### src/rtl/seg_pkg.sv
// Shared constants for the seven-segment scan controller: digit count,
// blank/off patterns and the active-low hex-to-segment table.
package seg_pkg;

   localparam int          NUM_DIGITS = 4;
   localparam logic [6:0]  SEG_BLANK  = 7'h7F;
   localparam logic [3:0]  AN_OFF     = 4'hF;

   // Active-low {g,f,e,d,c,b,a} patterns for nibbles 0..F
   localparam logic [6:0] HEX_SEG [16] = '{
      7'b1000000, 7'b1111001, 7'b0100100, 7'b0110000,
      7'b0011001, 7'b0010010, 7'b0000010, 7'b1111000,
      7'b0000000, 7'b0010000, 7'b0001000, 7'b0000011,
      7'b1000110, 7'b0100001, 7'b0000110, 7'b0001110
   };

endpackage

### src/rtl/seg_scan_ctrl_if.sv
// Load/ack handshake between the result producer and the scan controller.
interface seg_scan_ctrl_if;
   import seg_pkg::*;

   logic [4*NUM_DIGITS-1:0] value_in;
   logic [NUM_DIGITS-1:0]   blank_in;
   logic                    load;
   logic                    load_ack;

   modport master (output value_in, output blank_in, output load, input load_ack);
   modport slave  (input value_in, input blank_in, input load, output load_ack);

endinterface

### src/rtl/hex_to_seg7.sv
// Combinational nibble to active-low seven-segment decoder.
module hex_to_seg7
   import seg_pkg::*;
(
   input  logic [3:0] nibble,
   output logic [6:0] seg
);

   assign seg = HEX_SEG[nibble];

endmodule

### src/rtl/seg_scan_ctrl.sv
// Four-digit multiplexed display scanner; staged data commits to the
// shadow registers only at frame boundaries so a frame never tears.
module seg_scan_ctrl
   import seg_pkg::*;
#(
   parameter int REFRESH_DIV = 100000
)
(
   input  logic            clk,
   input  logic            rst,
   seg_scan_ctrl_if.slave  bus,
   output logic            frame_start,
   output logic [3:0]      an,
   output logic [6:0]      seg_out
);

   localparam int             PW   = (REFRESH_DIV > 1) ? $clog2(REFRESH_DIV) : 1;
   localparam logic [PW-1:0]  PMAX = PW'(REFRESH_DIV - 1);

   logic [PW-1:0] pcnt, pcnt_nxt;
   logic [1:0]    idx, idx_nxt;
   logic          tick, bnd;
   logic [15:0]   stg_val, stg_val_nxt, cur_val, cur_val_nxt;
   logic [3:0]    stg_blk, stg_blk_nxt, cur_blk, cur_blk_nxt;
   logic          pend, pend_nxt, ack_nxt;
   logic [3:0]    nib, an_nxt;
   logic [6:0]    seg_dec, seg_nxt;

   // A load on the boundary cycle bypasses staging so it shows immediately
   always_comb begin
      tick        = (pcnt == PMAX);
      bnd         = tick && (idx == 2'd3);
      pcnt_nxt    = tick ? '0 : pcnt + PW'(1);
      idx_nxt     = tick ? idx + 2'd1 : idx;
      stg_val_nxt = stg_val;
      stg_blk_nxt = stg_blk;
      cur_val_nxt = cur_val;
      cur_blk_nxt = cur_blk;
      pend_nxt    = pend;
      ack_nxt     = 1'b0;
      if (bnd) begin
         pend_nxt = 1'b0;
         if (bus.load) begin
            cur_val_nxt = bus.value_in;
            cur_blk_nxt = bus.blank_in;
            ack_nxt     = 1'b1;
         end else if (pend) begin
            cur_val_nxt = stg_val;
            cur_blk_nxt = stg_blk;
            ack_nxt     = 1'b1;
         end
      end else if (bus.load) begin
         stg_val_nxt = bus.value_in;
         stg_blk_nxt = bus.blank_in;
         pend_nxt    = 1'b1;
      end
   end

   always_comb begin
      nib = cur_val_nxt[{idx_nxt, 2'b00} +: 4];
   end

   hex_to_seg7 u_dec (
      .nibble (nib),
      .seg    (seg_dec)
   );

   // Outputs look ahead to the next digit so they switch on the same edge as idx
   always_comb begin
      an_nxt  = cur_blk_nxt[idx_nxt] ? AN_OFF : ~(4'b0001 << idx_nxt);
      seg_nxt = cur_blk_nxt[idx_nxt] ? SEG_BLANK : seg_dec;
   end

   always_ff @(posedge clk) begin
      if (rst) begin
         pcnt         <= '0;
         idx          <= 2'd0;
         pend         <= 1'b0;
         stg_val      <= '0;
         stg_blk      <= '0;
         cur_val      <= '0;
         cur_blk      <= '0;
         an           <= 4'b1110;
         seg_out      <= HEX_SEG[0];
         bus.load_ack <= 1'b0;
         frame_start  <= 1'b0;
      end else begin
         pcnt         <= pcnt_nxt;
         idx          <= idx_nxt;
         pend         <= pend_nxt;
         stg_val      <= stg_val_nxt;
         stg_blk      <= stg_blk_nxt;
         cur_val      <= cur_val_nxt;
         cur_blk      <= cur_blk_nxt;
         an           <= an_nxt;
         seg_out      <= seg_nxt;
         bus.load_ack <= ack_nxt;
         frame_start  <= bnd;
      end
   end

endmodule
### src/flat_wrapper.sv
// flat-port wrapper written by rule: the top's interface ports become plain ports
module seg_scan_ctrl_flat import seg_pkg::*;
#(
   parameter int REFRESH_DIV = 100000
)
  (clk, rst, frame_start, an, seg_out, bus_value_in, bus_blank_in, bus_load, bus_load_ack);
  seg_scan_ctrl_if bus_i ();
  input  logic clk;
  input  logic rst;
  output logic frame_start;
  output logic [3:0] an;
  output logic [6:0] seg_out;
  input wire logic [$bits(bus_i.value_in)-1:0] bus_value_in;
  input wire logic [$bits(bus_i.blank_in)-1:0] bus_blank_in;
  input wire logic [$bits(bus_i.load)-1:0] bus_load;
  output wire logic [$bits(bus_i.load_ack)-1:0] bus_load_ack;
  assign bus_i.value_in = bus_value_in;
  assign bus_i.blank_in = bus_blank_in;
  assign bus_i.load = bus_load;
  assign bus_load_ack = bus_i.load_ack;
  seg_scan_ctrl #(.REFRESH_DIV(REFRESH_DIV)) u_core (.clk(clk), .rst(rst), .bus(bus_i), .frame_start(frame_start), .an(an), .seg_out(seg_out));
endmodule
### config.mk
export PLATFORM = sky130hd
export DESIGN_NAME = seg_scan_ctrl_flat
export DESIGN_NICKNAME = d
export VERILOG_FILES = /design/src/rtl/seg_pkg.sv /design/src/rtl/seg_scan_ctrl_if.sv /design/src/rtl/hex_to_seg7.sv /design/src/rtl/seg_scan_ctrl.sv /design/src/flat_wrapper.sv
export SDC_FILE = /design/constraint.sdc
export NUM_CORES = 1
export LEC_CHECK = 0
export CAP_MARGIN = 20
export CORE_UTILIZATION = 23
export CTS_CLUSTER_DIAMETER = 50
export DETAILED_ROUTE_END_ITERATION = 8
export SKIP_CTS_REPAIR_TIMING = 1
export SYNTH_ARGS = -nofsm -noshare
export SYNTH_HDL_FRONTEND = slang
export SYNTH_HIERARCHICAL = 1
export SYNTH_SLANG_ARGS = --single-unit
### constraint.sdc
create_clock -name clk -period 6 [get_ports clk]
set_input_delay 0.9 -clock clk [delete_from_list [all_inputs] [get_ports clk]]
set_output_delay 0.9 -clock clk [all_outputs]
set_load 0.01 [all_outputs]
# == Yosys cells after proc, flatten, opt, wreduce, memory -nomap -nowiden ==
# Memory sizes are Yosys's and may differ from the RTL's.
# Cells that the tools add are included.
# classes
shift,2
reduce_logical,6
mux,15
order_cmp,2
bitwise_logic,3
eq_ne,2
n_addsub,2
# ops
op,n
$mux W16,3
$add A17 B1 Y17 const B,1
$eq A17 B17 Y1 const B,1
$shiftx A16 B5 Y4,1
$mux W7,2
$mux W4,3
$reduce_or A2 Y1,4
$mux W6,1
$ge A5 B5 Y1 const B,1
$not A4 Y5,1
$mux W1,4
$not A4 Y4,1
$shl A1 B2 Y4 const A,1
$lt A2 B3 Y1 const B,1
$add A2 B1 Y2 const B,1
$bmux W1 S2,1
$eq A2 B2 Y1 const B,1
$mux W2,1
$reduce_and A2 Y1,1
$logic_and A1 B1 Y1,1
$not A1 Y1,1
# word_totals
mem_count,1
wordCells,46
ff_bits,73
mem_bits_ro,112
# mem_list
memory,words,width,rd,rd_ports_with_merged_regs,wr,line,source
(no name shown),16,7,1,0,0,hex_to_seg7.sv:9,assign seg = HEX_SEG[nibble];

# == Logic depth before layout (Yosys ltp) ==
# Gate-level depths: netlist of the first run.
# logic_depth
depth_word,9
ltp_mapped,17

# == Cells and area by module ==
# Netlist of the first run, hierarchy kept.
# by_module_without_submodules
module,cells_per_inst,seq_area_each_um2,n_inst,area_each_um2
seg_scan_ctrl,417,1461.4,1,3384.5
hex_to_seg7,36,0.0,1,256.5

# == Worst setup path before layout of the first run ==
# OpenSTA, ideal clock, no wires.
# synth_path
path_type,input port to flip-flop
startpoint,in bus_load
endpoint,reg u_core.seg_out[6]
arrival_ns,2.993
path_stages,12
setup_ns,0.127
path_slack_ns,2.880
cell_sequence,clkbuf_1 > nand3_1 > buf_2 > o22ai_1 > a21oi_1 > a22oi_1 > o211ai_1 > ha_1 > nand2_1 > o21a_1 > o21ai_1 > or3_1
# synth_between
elab_chain_cells,7
# synth_lines
item,line,source
start: declaration,flat_wrapper.sv:15,input wire logic [$bits(bus_i.load)-1:0] bus_load;
$mux W16,seg_scan_ctrl.sv:43,if (bus.load) begin
$mux W16,seg_scan_ctrl.sv:41,if (bnd) begin
$shiftx A16 B5 Y4,seg_scan_ctrl.sv:60,"nib = cur_val_nxt[{idx_nxt, 2'b00} +: 4];"
via u_core.nib[0],seg_scan_ctrl.sv:26,"logic [3:0] nib, an_nxt;"
$not A4 Y5 (implied by the code),hex_to_seg7.sv:9,
$mem_v2 Z16 W7,-,
$mux W7 (implied by the code) (2 in a row),hex_to_seg7.sv:9,
via u_core.seg_dec[6],seg_scan_ctrl.sv:27,"logic [6:0] seg_dec, seg_nxt;"
end signal: assignment,seg_scan_ctrl.sv:84,seg_out <= HEX_SEG[0];
end signal: assignment,seg_scan_ctrl.sv:96,seg_out <= seg_nxt;
end: declaration,seg_scan_ctrl.sv:14,output logic [6:0] seg_out
# The timed path passes the listed nets, and every way through them passes these cells. The select of a mux whose other input is x is not followed.
# A chain may end at the register's enable or synchronous reset.

# == Final worst setup path of the first run ==
# layout_path
startpoint,reg u_core.pcnt[0]
endpoint,reg u_core.seg_out[3]
# layout_between
elab_chain_cells,9
# layout_lines
item,line,source
start: declaration,seg_scan_ctrl.sv:20,"logic [PW-1:0] pcnt, pcnt_nxt;"
start signal: assignment,seg_scan_ctrl.sv:88,pcnt <= pcnt_nxt;
$eq A17 B17 Y1 (*),seg_scan_ctrl.sv:31,tick = (pcnt == PMAX);
$logic_and A1 B1 Y1,seg_scan_ctrl.sv:32,bnd = tick && (idx == 2'd3);
$mux W16,seg_scan_ctrl.sv:41,
$shiftx A16 B5 Y4 (*),seg_scan_ctrl.sv:60,
via u_core.nib[0],seg_scan_ctrl.sv:26,
$not A4 Y5 (implied by the code) (*),hex_to_seg7.sv:9,
$mem_v2 Z16 W7 (*),-,
$mux W7 (implied by the code) (*) (2 in a row),hex_to_seg7.sv:9,
via u_core.seg_dec[3],seg_scan_ctrl.sv:27,
$mux W6 (*),seg_scan_ctrl.sv:71,seg_nxt = cur_blk_nxt[idx_nxt] ? SEG_BLANK : seg_dec;
# The timed path passes the listed nets; every way through them passes the cells marked *. The select of a mux whose other input is x is not followed.

==> results.md, run 1 <==
* Worst-Skew Late Latency at 0.33 ns
* Crit path max fanout at 19
* Via Count at around 3.3k
* Post-synth EDFFs at 0
* Die height at 128 µm
* Setup TNS at 0 ns
* Status: complete, no violations
* Initial Util at 23.8%
* Cell count after placement at ~670
* Slew HR at 32.0%
* Storage cell area at 1460 µm²
* Skew final at 0.00377 ns
* Hold Crit Start: u_core/pcnt[0]
* Final Hold Fails at 0
* Post-DP HPWL at 6870 µm
* Grt total ovfl at 0
* CORE AREA at 15300 µm²
* Critical path type: flip-flop to flip-flop
* Root buf cell: clkbuf_16
* Avg Synthesized Cell Area at 8.04 µm²
* Nets at between 500 and 600
* CP Data Required Time at about 6.2 ns
* Worst hold path class: flip-flop to flip-flop
* DRC viols at 0
* Routed WL at between 9000 and 10000 µm
* Design Area, Final at 4470 µm²
* Synth top cells by count: dfxtp_1 (73), nand2_1 (63), nor2_1 (52), a21oi_1 (38), nand3_1 (23)
* Final ANT Viol Nets at 0
* Fill cell total of the finished layout at around 1.6k
* Fin. max-slew vios at 0
* Final setup viols at 0
* Synth top area cells: dfxtp_1 (40%), nand2_1 (6.5%), nor2_1 (5.4%)
* N_diodes at 0
* Seq/Total Area, Yosys at 40.1%
* Clk sinks at 73
* Most common cell in the netlist: dfxtp_1
* Hold path endpoint: u_core/pcnt[0]
* Synth Flop Type: dfxtp_1
* Worst EP arrival at between 4 and 5 ns
* Worst Setup End Kind: flip-flop
* VDD IR max at around 0.11 mV
* Post-synth top area cell: dfxtp_1
* Pwr Total at 1.17 mW
* Fin crit share at 70.6%
* Die Area at between 15000 and 20000 µm²
* Reg2Reg Capture Point: u_core/seg_out[3]
* Worst-margin pin slew at 1.02 ns
* Share of layout cells above drive strength 1 at 6.28%
* FP Rows at 45
* Post-Layout Cell Count at between 600 and 700
* IO Count at 36
* CP Launch Type: flip-flop
* Syn_nets at 485
* Syn-to-layout area delta at 22.7%
* Initial DRC count at 233
* H-tree depth at 3
* Fmax at 236 MHz
* Die extent in x at 128 µm
* FF+latch count, synth at 73
* Pwr dens at between 200 and 300 nW/µm²
* Routed vias/inst at 4.73
* Layout Utilization at roughly 30%
* Hold Crit Depth at 1
* Multi-input logic area at 1990 µm²
* CTS tree: built
* Largest net degree at the start of global routing at 59
* Reg2reg start: u_core/pcnt[0]
* TritonCTS buffer count at 9
* DP Worst Slack at between 1.5 and 2 ns
* MaxCap Viol Count at 0
* Iteration count of the initial detailed-routing pass at 5
* Area after DPL at 4120 µm²
* Gp weighted congestion at between 0.8 and 0.9
* Synth top area share at between 40 and 50%
* P_leak at 1.55 nW
* Min cycle time layout at approximately 4.2 ns
* Worst-path clk slew at 0.06 ns
* Post-Syn Instances at 453
* # port buffers at 35
* Global-route wire length before repair at 16400 µm
* Unrepaired setup endpoints after global routing: no
* R2R cell count at 14
* Final worst slack at 1.77 ns
* GRT Resource Usage Total at 12.6%
* Yosys cell types at 58
* Routed wire per std cell at 14.0 µm
* Clock buffer depth at 2
* Yosys Warn Count at 6
* Hold WS at 0.450 ns
* Vias in the first global route at 3294
* Initial antenna violation count at 0
* Mapped cell area at 3640 µm²
* R2R Setup Slk at 1.77 ns
* Share of synthesized registers carrying an async set or reset at 0%
## report_power, final
group          total (mW)  switching, mW  internal (mW)
logic              0.0562         0.0304         0.0258
clock network       0.614          0.209          0.406
registers           0.503        0.00880          0.494
## placed cells by master (no fill, tap or decap), types with 2 or more instances in the layout
cell type / instances
nand2b_1: 3
buf_4: 2
nand4b_1: 3
a21oi_1: 38
inv_1: 12
and4bb_1: 2
nand3_1: 23
nor2_1: 52
xnor2_1: 8
o21ai_0: 13
and4_1: 3
and3_1: 2
or3_1: 5
nand4_1: 4
nor2b_1: 5
clkbuf_16: 9
dfxtp_1: 73
o21a_1: 2
o22ai_1: 22
a22oi_1: 2
o32a_1: 4
a21o_1: 5
clkinvlp_4: 2
clkdlybuf4s50_1: 34
a211oi_1: 2
and2_1: 3
nand2_1: 63
xor2_1: 6
nor3_1: 14
bufinv_16: 3
o21ba_1: 6
o211ai_1: 3
a31oi_1: 6
o21ai_1: 6
ha_1: 9
a211o_1: 2
o32ai_1: 2
## worst max-delay path by stage
stage                              start                end  slack, ns  cells past startpoint
after global placement          bus_load  u_core/seg_out[3]       1.87                     12
final                     u_core/pcnt[0]  u_core/seg_out[3]       1.77                     14
after global routing      u_core/pcnt[0]  u_core/seg_out[3]       1.35                     14
after CTS                 u_core/pcnt[0]  u_core/seg_out[3]       1.75                     14
after detailed placement        bus_load  u_core/seg_out[3]       1.73                     12
after floorplan                 bus_load  u_core/seg_out[6]       2.88                     12
## critical path, cell delays in order (launching register included)
cell	delay, ns
dfxtp_1	0.35
ha_1	0.25
and4_1	0.23
and4_1	0.62
and2_1	0.69
o22ai_1	0.18
nor3_1	0.20
a21oi_1	0.07
o211ai_1	0.47
inv_1	0.20
ha_1	0.35
nand2_2	0.06
a21oi_1	0.18
a31oi_1	0.06
o21ba_1	0.20
## cell type report
cell class,count,area share [%]
well taps,211,5.91
repair buffers,37,8.06
clock inverters,7,2.66
inverters,13,1.09
clock buffers,9,5.04
multi-input cells,339,44.5
flip-flops and latches,73,32.7
## per-layer routing
metal | track usage (%) | vias up | part of all wire, %
met5 | 0 | - | 0
met4 | 5.47 | 0 | 2.3
met3 | 2.71 | 16 | 4.0
met2 | 20.6 | 79 | 46
met1 | 16.0 | 1526 | 47
li1 | - | 1640 | -
## flip-flops by register name, summed over array words and instances (netlist names)
register and flops:
u_core/cur_blk 4, u_core/idx 2, u_core/stg_blk 4, u_core/cur_val 16
u_core/pend 1, u_core/seg_out 7, u_core/stg_val 16, u_core/bus.load_ack 1
u_core/frame_start 1, u_core/pcnt 17, u_core/an 4
## cells by family after synthesis
logic type	synth area share [%]
buf+inv	5.22
fa+ha+maj	3.09
mux	0.584
simple gates	25.6
xor+xnor	3.81
flops	40.1
compound gates	21.5
(Power assumes the default switching activity.)
==> inputs of run 2 (changes only) <==
- clock period: 6 -> 4.1 ns (I/O delays scaled with it)
==> results.md, run 2 (synthesis gave the netlist of run 1 again) <==
* Worst-path clk slew at 0.05 ns (about the same)
* Routed vias/inst at 4.75 (+0.41%)
* Die height at 128 µm (unchanged)
* Fmax at 267 MHz (+13%)
* Skew final at 0.00929 ns (+0.00553 ns)
* Reg2reg start: u_core/pcnt[0]
* Critical path type: flip-flop to flip-flop
* Reg2Reg Capture Point: u_core/seg_out[3]
* Clk sinks at 73 (unchanged)
* FP Rows at 45 (unchanged)
* Biggest regs: u_core/pcnt: 17 flops, u_core/cur_val: 16 flops, u_core/stg_val: 16 flops
* Worst Setup End Kind: flip-flop
* MaxCap Viol Count at 0 (unchanged)
* Pwr dens at 343 nW/µm² (+31%)
* Hold path endpoint: u_core/pcnt[0]
* Post-DP HPWL at 6870 µm (about the same)
* CORE AREA at 15300 µm² (unchanged)
* # port buffers at 35 (unchanged)
* Worst EP arrival at 3.97 ns (-0.49 ns)
* Initial DRC count at 287 (+23%)
* Hold Crit Depth at 1 (unchanged)
* Nets at 509 (+0.79%)
* Grt total ovfl at 0 (unchanged)
* Post-Layout Cell Count at 690 (+0.15%)
* Syn-to-layout area delta at 21.0%
* Met3 usage at 3.13% (+0.42 points)
* Iteration count of the initial detailed-routing pass at 5 (unchanged)
* GRT Resource Usage Total at 12.4% (-0.24 points)
* Largest net degree at the start of global routing at 59 (unchanged)
* Via Count at 3279 (+0.55%)
* Crit path launch: u_core/pcnt[0]
* Met2 Use GR at 19.4% (-1.2 points)
* Worst-Skew Late Latency at 0.34 ns (about the same)
* Vias in the first global route at 3203 (-2.8%)
* TritonCTS buffer count at 9 (unchanged)
* Cell count after placement at 677 (+0.59%)
* Worst-margin pin slew at 1.04 ns (+0.0172 ns)
* Root buf cell: clkbuf_16
* Die extent in x at 128 µm (unchanged)
* P_leak at 1.54 nW (-1.1%)
* Top reg by flops: u_core/pcnt
* Routed wire per std cell at 14.0 µm (-0.53%)
* Hold WS at 0.447 ns (-0.00246 ns)
* Initial Util at 23.8% (unchanged)
* CP Launch Type: flip-flop
* Initial antenna violation count at 0 (unchanged)
* H-tree depth at 3 (unchanged)
* Min cycle time layout at 3.74 ns (-0.493 ns)
* Crit path max fanout at 15 (-4)
* Final setup viols at 0 (unchanged)
* Setup TNS at 0 ns (unchanged)
* Routed WL at 9630 µm (-0.38%)
* Most frequent cells in the layout: dfxtp_1 (73), nand2_1 (63), nor2_1 (52), a21oi_1 (38), clkdlybuf4s50_1 (34)
* R2R Setup Slk at 0.36 ns (-1.41 ns)
* Share of layout cells above drive strength 1 at 6.05% (-0.22 points)
* N_diodes at 0 (unchanged)
* Gp weighted congestion at 0.830 (-1.4%)
* DRC viols at 0 (unchanged)
* CP Data Required Time at 4.33 ns (-1.90 ns)
* Final worst slack at 0.360 ns (-1.41 ns)
* Unrepaired setup endpoints after global routing: no
* Hold Crit Start: u_core/pcnt[0]
* Most used routing layer: met2
* Final Hold Fails at 0 (unchanged)
* Slew HR at 30.9% (-1.1 points)
* Fill cell total of the finished layout at 1635 (-0.67%)
* Clock buffer depth at 2 (unchanged)
* IO Count at 36 (unchanged)
* Most common cell after layout, fill and taps aside: dfxtp_1
* Global-route wire length before repair at 16000 µm (-2.1%)
* Die Area at 16300 µm² (unchanged)
* VDD IR max at 0.242 mV (+120%)
* Fin crit share at 91.2% (+21 points)
* DP Worst Slack at 0.361 ns (-1.37 ns)
* Worst hold path class: flip-flop to flip-flop
* Status: complete, no violations
* Final ANT Viol Nets at 0 (unchanged)
* Met1 global-route usage at 16.1% (+0.038 points)
* R2R cell count at 15 (+1)
* CTS tree: built
* Fin. max-slew vios at 0 (unchanged)
* Max FFs per register at 17 (unchanged)
## run 2: changes by cell type in the layout (fill, tap and decap cells not counted), sizes merged
| cell | before | now |
|---|---|---|
| clkbuf | 9 | 12 |
| bufinv | 3 | 0 |
| buf | 3 | 7 |
| clkinv | 2 | 1 |
| clkinvlp | 2 | 0 |
## run 2: worst max-delay path by stage
stage,depth (start not counted),slack (ns),end
6_report,15,0.36,u_core/seg_out[3]
5_1_grt,15,0.12,u_core/seg_out[3]
4_1_cts,15,0.37,u_core/seg_out[3]
3_5_place_dp,15,0.36,u_core/seg_out[3]
3_3_place_gp,12,0.50,u_core/seg_out[3]
2_1_floorplan,14,1.00,u_core/seg_out[6]
## run 2: stage by stage
stage | power, mW | util, % | cell area [µm²]
finish | 1.51 | 28.8 | 4410
CTS | 1.53 | 28.8 | 4410
detailed placement | 0.834 | 27.1 | 4150
global placement | 0.834 | 27.1 | 4150
floorplan | 0.795 | - | 3640
global route | 1.57 | 28.8 | 4410
## run 2: power breakdown
group | switching [mW] | internal [mW] | total, mW
registers | 0.0130 | 0.724 | 0.737
clock network | 0.278 | 0.415 | 0.693
logic | 0.0440 | 0.0380 | 0.0820
## run 2: per-layer routing
metal	part of all wire (%)	wire, µm
met3	4.3	418
met5	0	0
met1	48	4620
met2	45	4370
met4	2.2	214
## run 2: area by class of cell
type | instances | area [µm²] | area share (%)
Multi-Input combinational cell | 339 | 1990 | 45.2
Sequential cell | 73 | 1460 | 33.2
Timing Repair Buffer | 41 | 390 | 8.86
Tap cell | 211 | 264 | 5.99
Clock buffer | 12 | 246 | 5.59
Inverter | 13 | 48.8 | 1.11
Clock inverter | 1 | 5.00 | 0.114
## run 2: worst max-delay path, stage by stage (launching register included)
cell	delay [ns]
dfxtp_1	0.32
ha_1	0.25
and4_1	0.18
and4_1	0.21
buf_4	0.19
nand3_1	0.44
o22ai_1	0.17
a21oi_1	0.24
a21oi_1	0.12
o211ai_1	0.47
inv_1	0.20
ha_1	0.24
or2_1	0.23
a21oi_1	0.13
a31oi_1	0.06
o21ba_1	0.20
